===== config.mk =====
export PLATFORM = sky130hd
export DESIGN_NAME = mmu_access_arbiter
export DESIGN_NICKNAME = d
export VERILOG_FILES = /design/src/rtl/mmu_arbiter_pkg.sv /design/src/rtl/mmu_arbiter_route_fifo.sv /design/src/rtl/mmu_access_arbiter.sv
export SDC_FILE = /design/constraint.sdc
export NUM_CORES = 1
export LEC_CHECK = 0
export CAP_MARGIN = 5
export CORE_AREA = 2 2 166 168
export CTS_BUF_LIST = sky130_fd_sc_hd__clkbuf_4
export CTS_CLUSTER_DIAMETER = 50
export DETAILED_ROUTE_END_ITERATION = 6
export DIE_AREA = 0 0 168 170
export GPL_TIMING_DRIVEN = 0
export PLACE_DENSITY = 0.59
export SYNTH_ARGS = -nofsm -noshare
export SYNTH_HDL_FRONTEND = slang
export SYNTH_SLANG_ARGS = --single-unit

===== constraint.sdc =====
create_clock -name iCLOCK -period 6.2 [get_ports iCLOCK]
set_input_delay 0.93 -clock iCLOCK [delete_from_list [all_inputs] [get_ports iCLOCK]]
set_output_delay 0.93 -clock iCLOCK [all_outputs]
set_load 0.02 [all_outputs]

===== src/rtl/mmu_arbiter_pkg.sv =====
// Shared definitions for the MMU access arbiter: channel ids and the request bundle.
// Optional feature macro used by this slice: MMU_ARBITER_ROUND_ROBIN_EN.
package mmu_arbiter_pkg;

    localparam logic PL_ARB_CH_FETCH = 1'b0;
    localparam logic PL_ARB_CH_LSU   = 1'b1;
    localparam int   PL_ARB_CH_NUM   = 2;

    typedef struct packed {
        logic        ack_req;
        logic [1:0]  order;
        logic [3:0]  mask;
        logic        rw;
        logic [31:0] addr;
        logic [31:0] data;
    } arb_req_t;

    function automatic arb_req_t pack_req(
        input logic        ack_req,
        input logic [1:0]  order,
        input logic [3:0]  mask,
        input logic        rw,
        input logic [31:0] addr,
        input logic [31:0] data
    );
        arb_req_t r;
        r.ack_req = ack_req;
        r.order   = order;
        r.mask    = mask;
        r.rw      = rw;
        r.addr    = addr;
        r.data    = data;
        return r;
    endfunction

endpackage


===== src/rtl/mmu_arbiter_route_fifo.sv =====
// 1-bit owner-id FIFO remembering which channel each outstanding MMU reply belongs to.
// Synchronous flush empties it; push and pop in the same cycle are legal even when full.
module mmu_arbiter_route_fifo #(
    parameter int P_DEPTH   = 16,
    parameter int P_DEPTH_N = 4
) (
    input  logic iCLOCK,
    input  logic inRESET,
    input  logic iFLUSH,
    input  logic iPUSH,
    input  logic iPUSH_ID,
    input  logic iPOP,
    output logic oFULL,
    output logic oEMPTY,
    output logic oHEAD
);

    logic [P_DEPTH-1:0]   mem_q, mem_d;
    logic [P_DEPTH_N-1:0] wr_ptr_q, wr_ptr_d;
    logic [P_DEPTH_N-1:0] rd_ptr_q, rd_ptr_d;
    logic [P_DEPTH_N:0]   count_q, count_d;
    logic                 push_ok;
    logic                 pop_ok;

    // count never exceeds the depth, so its top bit alone marks "full"
    assign oFULL  = count_q[P_DEPTH_N];
    assign oEMPTY = (count_q == '0);
    assign oHEAD  = mem_q[rd_ptr_q];

    always_comb begin
        pop_ok   = iPOP && !oEMPTY;
        push_ok  = iPUSH && (!oFULL || pop_ok);
        mem_d    = mem_q;
        wr_ptr_d = wr_ptr_q;
        rd_ptr_d = rd_ptr_q;
        count_d  = count_q;
        if (iFLUSH) begin
            mem_d    = '0;
            wr_ptr_d = '0;
            rd_ptr_d = '0;
            count_d  = '0;
        end else begin
            if (push_ok) begin
                mem_d[wr_ptr_q] = iPUSH_ID;
                wr_ptr_d        = wr_ptr_q + 1'b1;
            end
            if (pop_ok) begin
                rd_ptr_d = rd_ptr_q + 1'b1;
            end
            case ({push_ok, pop_ok})
                2'b10:   count_d = count_q + 1'b1;
                2'b01:   count_d = count_q - 1'b1;
                default: count_d = count_q;
            endcase
        end
    end

    always_ff @(posedge iCLOCK or negedge inRESET) begin
        if (!inRESET) begin
            mem_q    <= '0;
            wr_ptr_q <= '0;
            rd_ptr_q <= '0;
            count_q  <= '0;
        end else begin
            mem_q    <= mem_d;
            wr_ptr_q <= wr_ptr_d;
            rd_ptr_q <= rd_ptr_d;
            count_q  <= count_d;
        end
    end

endmodule


===== src/rtl/mmu_access_arbiter.sv =====
// Shares the MMU logic-request port between fetch (CH0) and load/store (CH1) and routes replies back.
// Define MMU_ARBITER_ROUND_ROBIN_EN for round-robin arbitration; default is fixed CH1 priority.
module mmu_access_arbiter
    import mmu_arbiter_pkg::*;
#(
    parameter int P_ROUTE_DEPTH   = 16,
    parameter int P_ROUTE_DEPTH_N = 4
) (
    input  logic        iCLOCK,
    input  logic        inRESET,
    input  logic        iRESET_SYNC,
    input  logic        iCH0_REQ,
    output logic        oCH0_LOCK,
    input  logic        iCH0_ACK_REQ,
    input  logic [1:0]  iCH0_ORDER,
    input  logic [3:0]  iCH0_MASK,
    input  logic        iCH0_RW,
    input  logic [31:0] iCH0_ADDR,
    input  logic [31:0] iCH0_DATA,
    output logic        oCH0_VALID,
    output logic [63:0] oCH0_DATA,
    input  logic        iCH1_REQ,
    output logic        oCH1_LOCK,
    input  logic        iCH1_ACK_REQ,
    input  logic [1:0]  iCH1_ORDER,
    input  logic [3:0]  iCH1_MASK,
    input  logic        iCH1_RW,
    input  logic [31:0] iCH1_ADDR,
    input  logic [31:0] iCH1_DATA,
    output logic        oCH1_VALID,
    output logic [63:0] oCH1_DATA,
    output logic        oMMU_REQ,
    input  logic        iMMU_LOCK,
    output logic        oMMU_ACK_REQ,
    output logic [1:0]  oMMU_ORDER,
    output logic [3:0]  oMMU_MASK,
    output logic        oMMU_RW,
    output logic [31:0] oMMU_ADDR,
    output logic [31:0] oMMU_DATA,
    input  logic        iMMU_VALID,
    input  logic [63:0] iMMU_DATA,
    output logic        oROUTE_ERR
);

    arb_req_t ch0_req;
    arb_req_t ch1_req;
    arb_req_t sel_req;
    arb_req_t mmu_fields_q, mmu_fields_d;
    logic     mmu_req_q, mmu_req_d;
    logic     route_err_q, route_err_d;
    logic     in_reset;
    logic     stall;
    logic     prio_id;
    logic     grant_valid;
    logic     grant_id;
    logic     route_full;
    logic     route_empty;
    logic     route_head;
    logic     route_push;
    logic     reply_ok;

    assign ch0_req  = pack_req(iCH0_ACK_REQ, iCH0_ORDER, iCH0_MASK, iCH0_RW, iCH0_ADDR, iCH0_DATA);
    assign ch1_req  = pack_req(iCH1_ACK_REQ, iCH1_ORDER, iCH1_MASK, iCH1_RW, iCH1_ADDR, iCH1_DATA);
    assign in_reset = !inRESET || iRESET_SYNC;
    assign stall    = iMMU_LOCK || route_full;

`ifdef MMU_ARBITER_ROUND_ROBIN_EN
    // remembers the last granted channel; the other one has priority next
    logic rr_last_q, rr_last_d;

    always_comb begin
        rr_last_d = rr_last_q;
        if (iRESET_SYNC) begin
            rr_last_d = PL_ARB_CH_FETCH;
        end else if (grant_valid) begin
            rr_last_d = grant_id;
        end
    end

    always_ff @(posedge iCLOCK or negedge inRESET) begin
        if (!inRESET) begin
            rr_last_q <= PL_ARB_CH_FETCH;
        end else begin
            rr_last_q <= rr_last_d;
        end
    end

    assign prio_id = ~rr_last_q;
`else
    assign prio_id = PL_ARB_CH_LSU;
`endif

    always_comb begin
        grant_valid = 1'b0;
        grant_id    = PL_ARB_CH_FETCH;
        oCH0_LOCK   = 1'b0;
        oCH1_LOCK   = 1'b0;
        if (!in_reset) begin
            if (stall) begin
                oCH0_LOCK = 1'b1;
                oCH1_LOCK = 1'b1;
            end else begin
                if (iCH0_REQ && iCH1_REQ) begin
                    grant_valid = 1'b1;
                    grant_id    = prio_id;
                end else if (iCH1_REQ) begin
                    grant_valid = 1'b1;
                    grant_id    = PL_ARB_CH_LSU;
                end else if (iCH0_REQ) begin
                    grant_valid = 1'b1;
                    grant_id    = PL_ARB_CH_FETCH;
                end
                oCH0_LOCK = iCH0_REQ && (grant_id != PL_ARB_CH_FETCH);
                oCH1_LOCK = iCH1_REQ && (grant_id != PL_ARB_CH_LSU);
            end
        end
    end

    assign sel_req    = (grant_id == PL_ARB_CH_LSU) ? ch1_req : ch0_req;
    assign route_push = grant_valid && sel_req.ack_req;

    // a stalled MMU keeps seeing the same request; otherwise REQ is a one-cycle pulse per grant
    always_comb begin
        mmu_req_d    = mmu_req_q;
        mmu_fields_d = mmu_fields_q;
        if (iRESET_SYNC) begin
            mmu_req_d    = 1'b0;
            mmu_fields_d = '0;
        end else if (grant_valid) begin
            mmu_req_d    = 1'b1;
            mmu_fields_d = sel_req;
        end else if (!iMMU_LOCK) begin
            mmu_req_d    = 1'b0;
        end
    end

    always_comb begin
        route_err_d = route_err_q;
        if (iRESET_SYNC) begin
            route_err_d = 1'b0;
        end else if (iMMU_VALID && route_empty) begin
            route_err_d = 1'b1;
        end
    end

    always_ff @(posedge iCLOCK or negedge inRESET) begin
        if (!inRESET) begin
            mmu_req_q    <= 1'b0;
            mmu_fields_q <= '0;
            route_err_q  <= 1'b0;
        end else begin
            mmu_req_q    <= mmu_req_d;
            mmu_fields_q <= mmu_fields_d;
            route_err_q  <= route_err_d;
        end
    end

    mmu_arbiter_route_fifo #(
        .P_DEPTH   (P_ROUTE_DEPTH),
        .P_DEPTH_N (P_ROUTE_DEPTH_N)
    ) u_route_fifo (
        .iCLOCK   (iCLOCK),
        .inRESET  (inRESET),
        .iFLUSH   (iRESET_SYNC),
        .iPUSH    (route_push),
        .iPUSH_ID (grant_id),
        .iPOP     (iMMU_VALID),
        .oFULL    (route_full),
        .oEMPTY   (route_empty),
        .oHEAD    (route_head)
    );

    assign reply_ok   = iMMU_VALID && !route_empty && !in_reset;
    assign oCH0_VALID = reply_ok && (route_head == PL_ARB_CH_FETCH);
    assign oCH1_VALID = reply_ok && (route_head == PL_ARB_CH_LSU);
    assign oCH0_DATA  = oCH0_VALID ? iMMU_DATA : 64'h0;
    assign oCH1_DATA  = oCH1_VALID ? iMMU_DATA : 64'h0;

    assign oMMU_REQ     = mmu_req_q;
    assign oMMU_ACK_REQ = mmu_fields_q.ack_req;
    assign oMMU_ORDER   = mmu_fields_q.order;
    assign oMMU_MASK    = mmu_fields_q.mask;
    assign oMMU_RW      = mmu_fields_q.rw;
    assign oMMU_ADDR    = mmu_fields_q.addr;
    assign oMMU_DATA    = mmu_fields_q.data;
    assign oROUTE_ERR   = route_err_q;

endmodule

==> flow_summary.ini <==
[synthesis]
syn_inst = 666
synth_edf_count = 0
async_flop_share = 1.000
syn_nets = 890
syn_avg_cell_area_um2 = 9.307
synth_ff_type = dfrtp_1
synth.distinct_cells = 44
synth_area_leaders = dfrtp_1 42%, and3_1 14%, mux2i_1 12%
synthTopCellsByCount = 141 x and3_1, 103 x dfrtp_1, 77 x mux2i_1, 74 x nand3_1, 71 x o21ai_0
yosysMostFrequentCell = and3_1
synth_top_area_cell = dfrtp_1
synth-seq-cells = 103
synth_top_area_frac = 0.4158
ys_warn_count = 0
netlist_area_um2 = 6198
yosysSeqAreaShare = 0.4158

[sta]
timing.final.ws_setup_ps = 1446
maxSlewViolCount = 0
relSlewSlack = 0.4268
hold_viol = 0
tightestPinTransition_ps = 859.7
clock_skew_ps = 17.31
max_freq_mhz = 210.3
setup_viol = 0
fin_crit_ps = 4754
period_share = 0.7669
rsz0062_at_grt = no

[layout]
layout-drive-gt1-share = 0.04265
multi_input_area_um2 = 3253
regArea_um2 = 2577
post-route-util = 0.4127
nFillCells = 2729
finalInstanceArea_um2 = 11000
area_growth_pct = 77.43
nNetsFinal = 1321

[route]
drt_iter0_markers = 285
wire_per_inst_um = 19.96
antenna_left = 0
routed_via_density = 4.684
wl_um = 28820
drc = 0
first_pass_iters = 4
num_vias = 6764

[global_routing]
grt_max_degree = 56
grt_pass1_wl_um = 41370
grt_pass1_vias = 6877
grt_usage = 0.1935
overflow = 0
antenna_found_initial = 1

[clock_tree]
cts_root_buf = clkbuf_4
clkSinkCount = 103
hold_buffers = 0
postCtsSetupBuffers = 0
htree_levels = 3
insertion_delay_ps = 490
cts_resized = 0
cts_tree = built
numCtsBuffers = 9
cts_buffer_depth = 2
clkTransAtPathRegs_ps = 180

[floorplan]
die_x_um = 168
die_y_um = 170
rows = 60
start_util = 0.2326
die_area_um2 = 28560
io_pins = 421
core_area_um2 = 26650

[worst_setup_path]
path_cells = buf_4 > buf_16 > nand2_1 > nor2_1 > buf_2 > clkbuf_1 > and3_1 > clkdlybuf4s50_1
cpPeakStageDelay_ps = 770
arrival_ps = 3820
reg2reg_slack_ps = 3160
worstRegToRegCells = 9
crit_start = inRESET
cp_max_fo = 55
critPathKind = input port to output port
end_kind = output port
timing.rr.start = u_route_fifo.count_q[4]$_DFFE_PN0P_
crit_path_end = oCH1_DATA[28]
r2r_end = u_route_fifo.count_q[4]$_DFFE_PN0P_
critical_path_required_ps = 5270
slowest_stage = clkdlybuf4s50_1
worstSetupStartpointType = input port

[power_and_ir_drop]
power.total_mw = 1.905
p_seq_frac = 0.396
internal_power_mw = 1.229
vdd_drop_max_v = 0.0001117
combinationalPowerShare = 0.398
clkPwrFrac = 0.206
p_leak_nw = 4.921
power.switching_uw = 676.1
powerDensity_nw_per_um2 = 173.2
swShare = 0.3549

[placed_design]
place.gp.congestion = 0.8311
post_dp_cell_area_um2 = 10840
pre_cts_slack_ps = 1302
numPortBuffers = 419
dp_hpwl_um = 23650

[worst_hold_path]
hp-class = input port to asynchronous set/reset pin

[flow_run]
max-cap-violations = 0

[outcome]
status = finished, final reports clean
-- cell type report --
type,count,area share
inverter,23,0.007850
multi-input combinational,472,0.2958
clock inverter,6,0.006940
sequential,103,0.2344
timing repair buffer,420,0.3836
antenna,1,0.0002275
buffer,68,0.02560
clock buffer,10,0.006826
tap,341,0.03879
-- cell usage in the layout (no fill, tap or decap), drive strengths merged, types with 3 or more instances in the layout --
cell,n
nor2,24
o32ai,16
buf,25
nand3,74
ha,8
dfrtp,103
mux2i,77
inv,25
o21ai,73
nor2b,5
nand2,11
a21oi,5
mux4,4
clkbuf,55
clkinv,3
xor2,5
and3,141
mux2,4
xnor2,3
clkdlybuf4s50,418
-- kinds of logic after synthesis --
group,count (synthesis),share of synthesized area
AOI/OAI and AO/OA,104,0.1044
xor gates and xnor gates,8,0.01433
adders and majority gates,9,0.01938
buffers and inverters,91,0.05935
DFF,103,0.4158
muxes,85,0.1461
and+or+nand+nor,266,0.2406
-- per-stage QoR --
stage | TNS, ps | hold slack [ps] | std cells
6_report | 0 | 445.2 | 1444
2_1_floorplan | 0 | 511.6 | 666
3_3_place_gp | -411850 | 491.1 | 1426
3_5_place_dp | 0 | 490.7 | 1427
5_1_grt | 0 | 464.9 | 1443
4_1_cts | 0 | 445.9 | 1443
-- how the worst min path moves through the flow --
stage,end,depth (start not counted),from,slack (ps)
3_3_place_gp,oMMU_DATA[24]$_DFFE_PN0P_,2,oMMU_DATA[24]$_DFFE_PN0P_,490
2_1_floorplan,u_route_fifo.mem_q[10]$_DFFE_PN0P_,2,u_route_fifo.mem_q[10]$_DFFE_PN0P_,510
4_1_cts,oMMU_DATA[10]$_DFFE_PN0P_,1,inRESET,450
3_5_place_dp,oROUTE_ERR$_DFFE_PN0P_,2,oROUTE_ERR$_DFFE_PN0P_,490
6_report,oMMU_DATA[10]$_DFFE_PN0P_,1,inRESET,450
5_1_grt,oMMU_DATA[10]$_DFFE_PN0P_,1,inRESET,460
-- flip-flops by register name (all words and copies together), names as in the netlist, 2 cells and up --
register	cells
oMMU_MASK	4
u_route_fifo.rd_ptr_q	4
oMMU_ORDER	2
u_route_fifo.wr_ptr_q	4
oMMU_DATA	32
oMMU_ADDR	32
u_route_fifo.count_q	5
u_route_fifo.mem_q	16
-- worst max-delay path, delay by kind of cell --
family / cells / cell delay (ps)
buffers and inverters: 5 / 2230
and+or+nand+nor: 3 / 630
-- power by group through the flow --
| stage | registers (mW) | logic [mW] | clock network [mW] |
|---|---|---|---|
| detailed placement | 0.768 | 0.768 | 0 |
| CTS | 0.755 | 0.770 | 0.402 |
| global placement | 0.767 | 0.760 | 0 |
| finish | 0.754 | 0.758 | 0.392 |
| global route | 0.762 | 0.822 | 0.428 |
| floorplan | 0.805 | 0.326 | 0 |
-- metal layers --
layer / vias to the layer above / global-route usage / routed length, um
met1: 3172 / 0.2000 / 10540
met2: 297 / 0.3777 / 15360
met5: - / 0 / 0
li1: 3262 / - / -
met4: 0 / 0.05180 / 587
met3: 33 / 0.05744 / 2335
(Power assumes the default switching activity.)
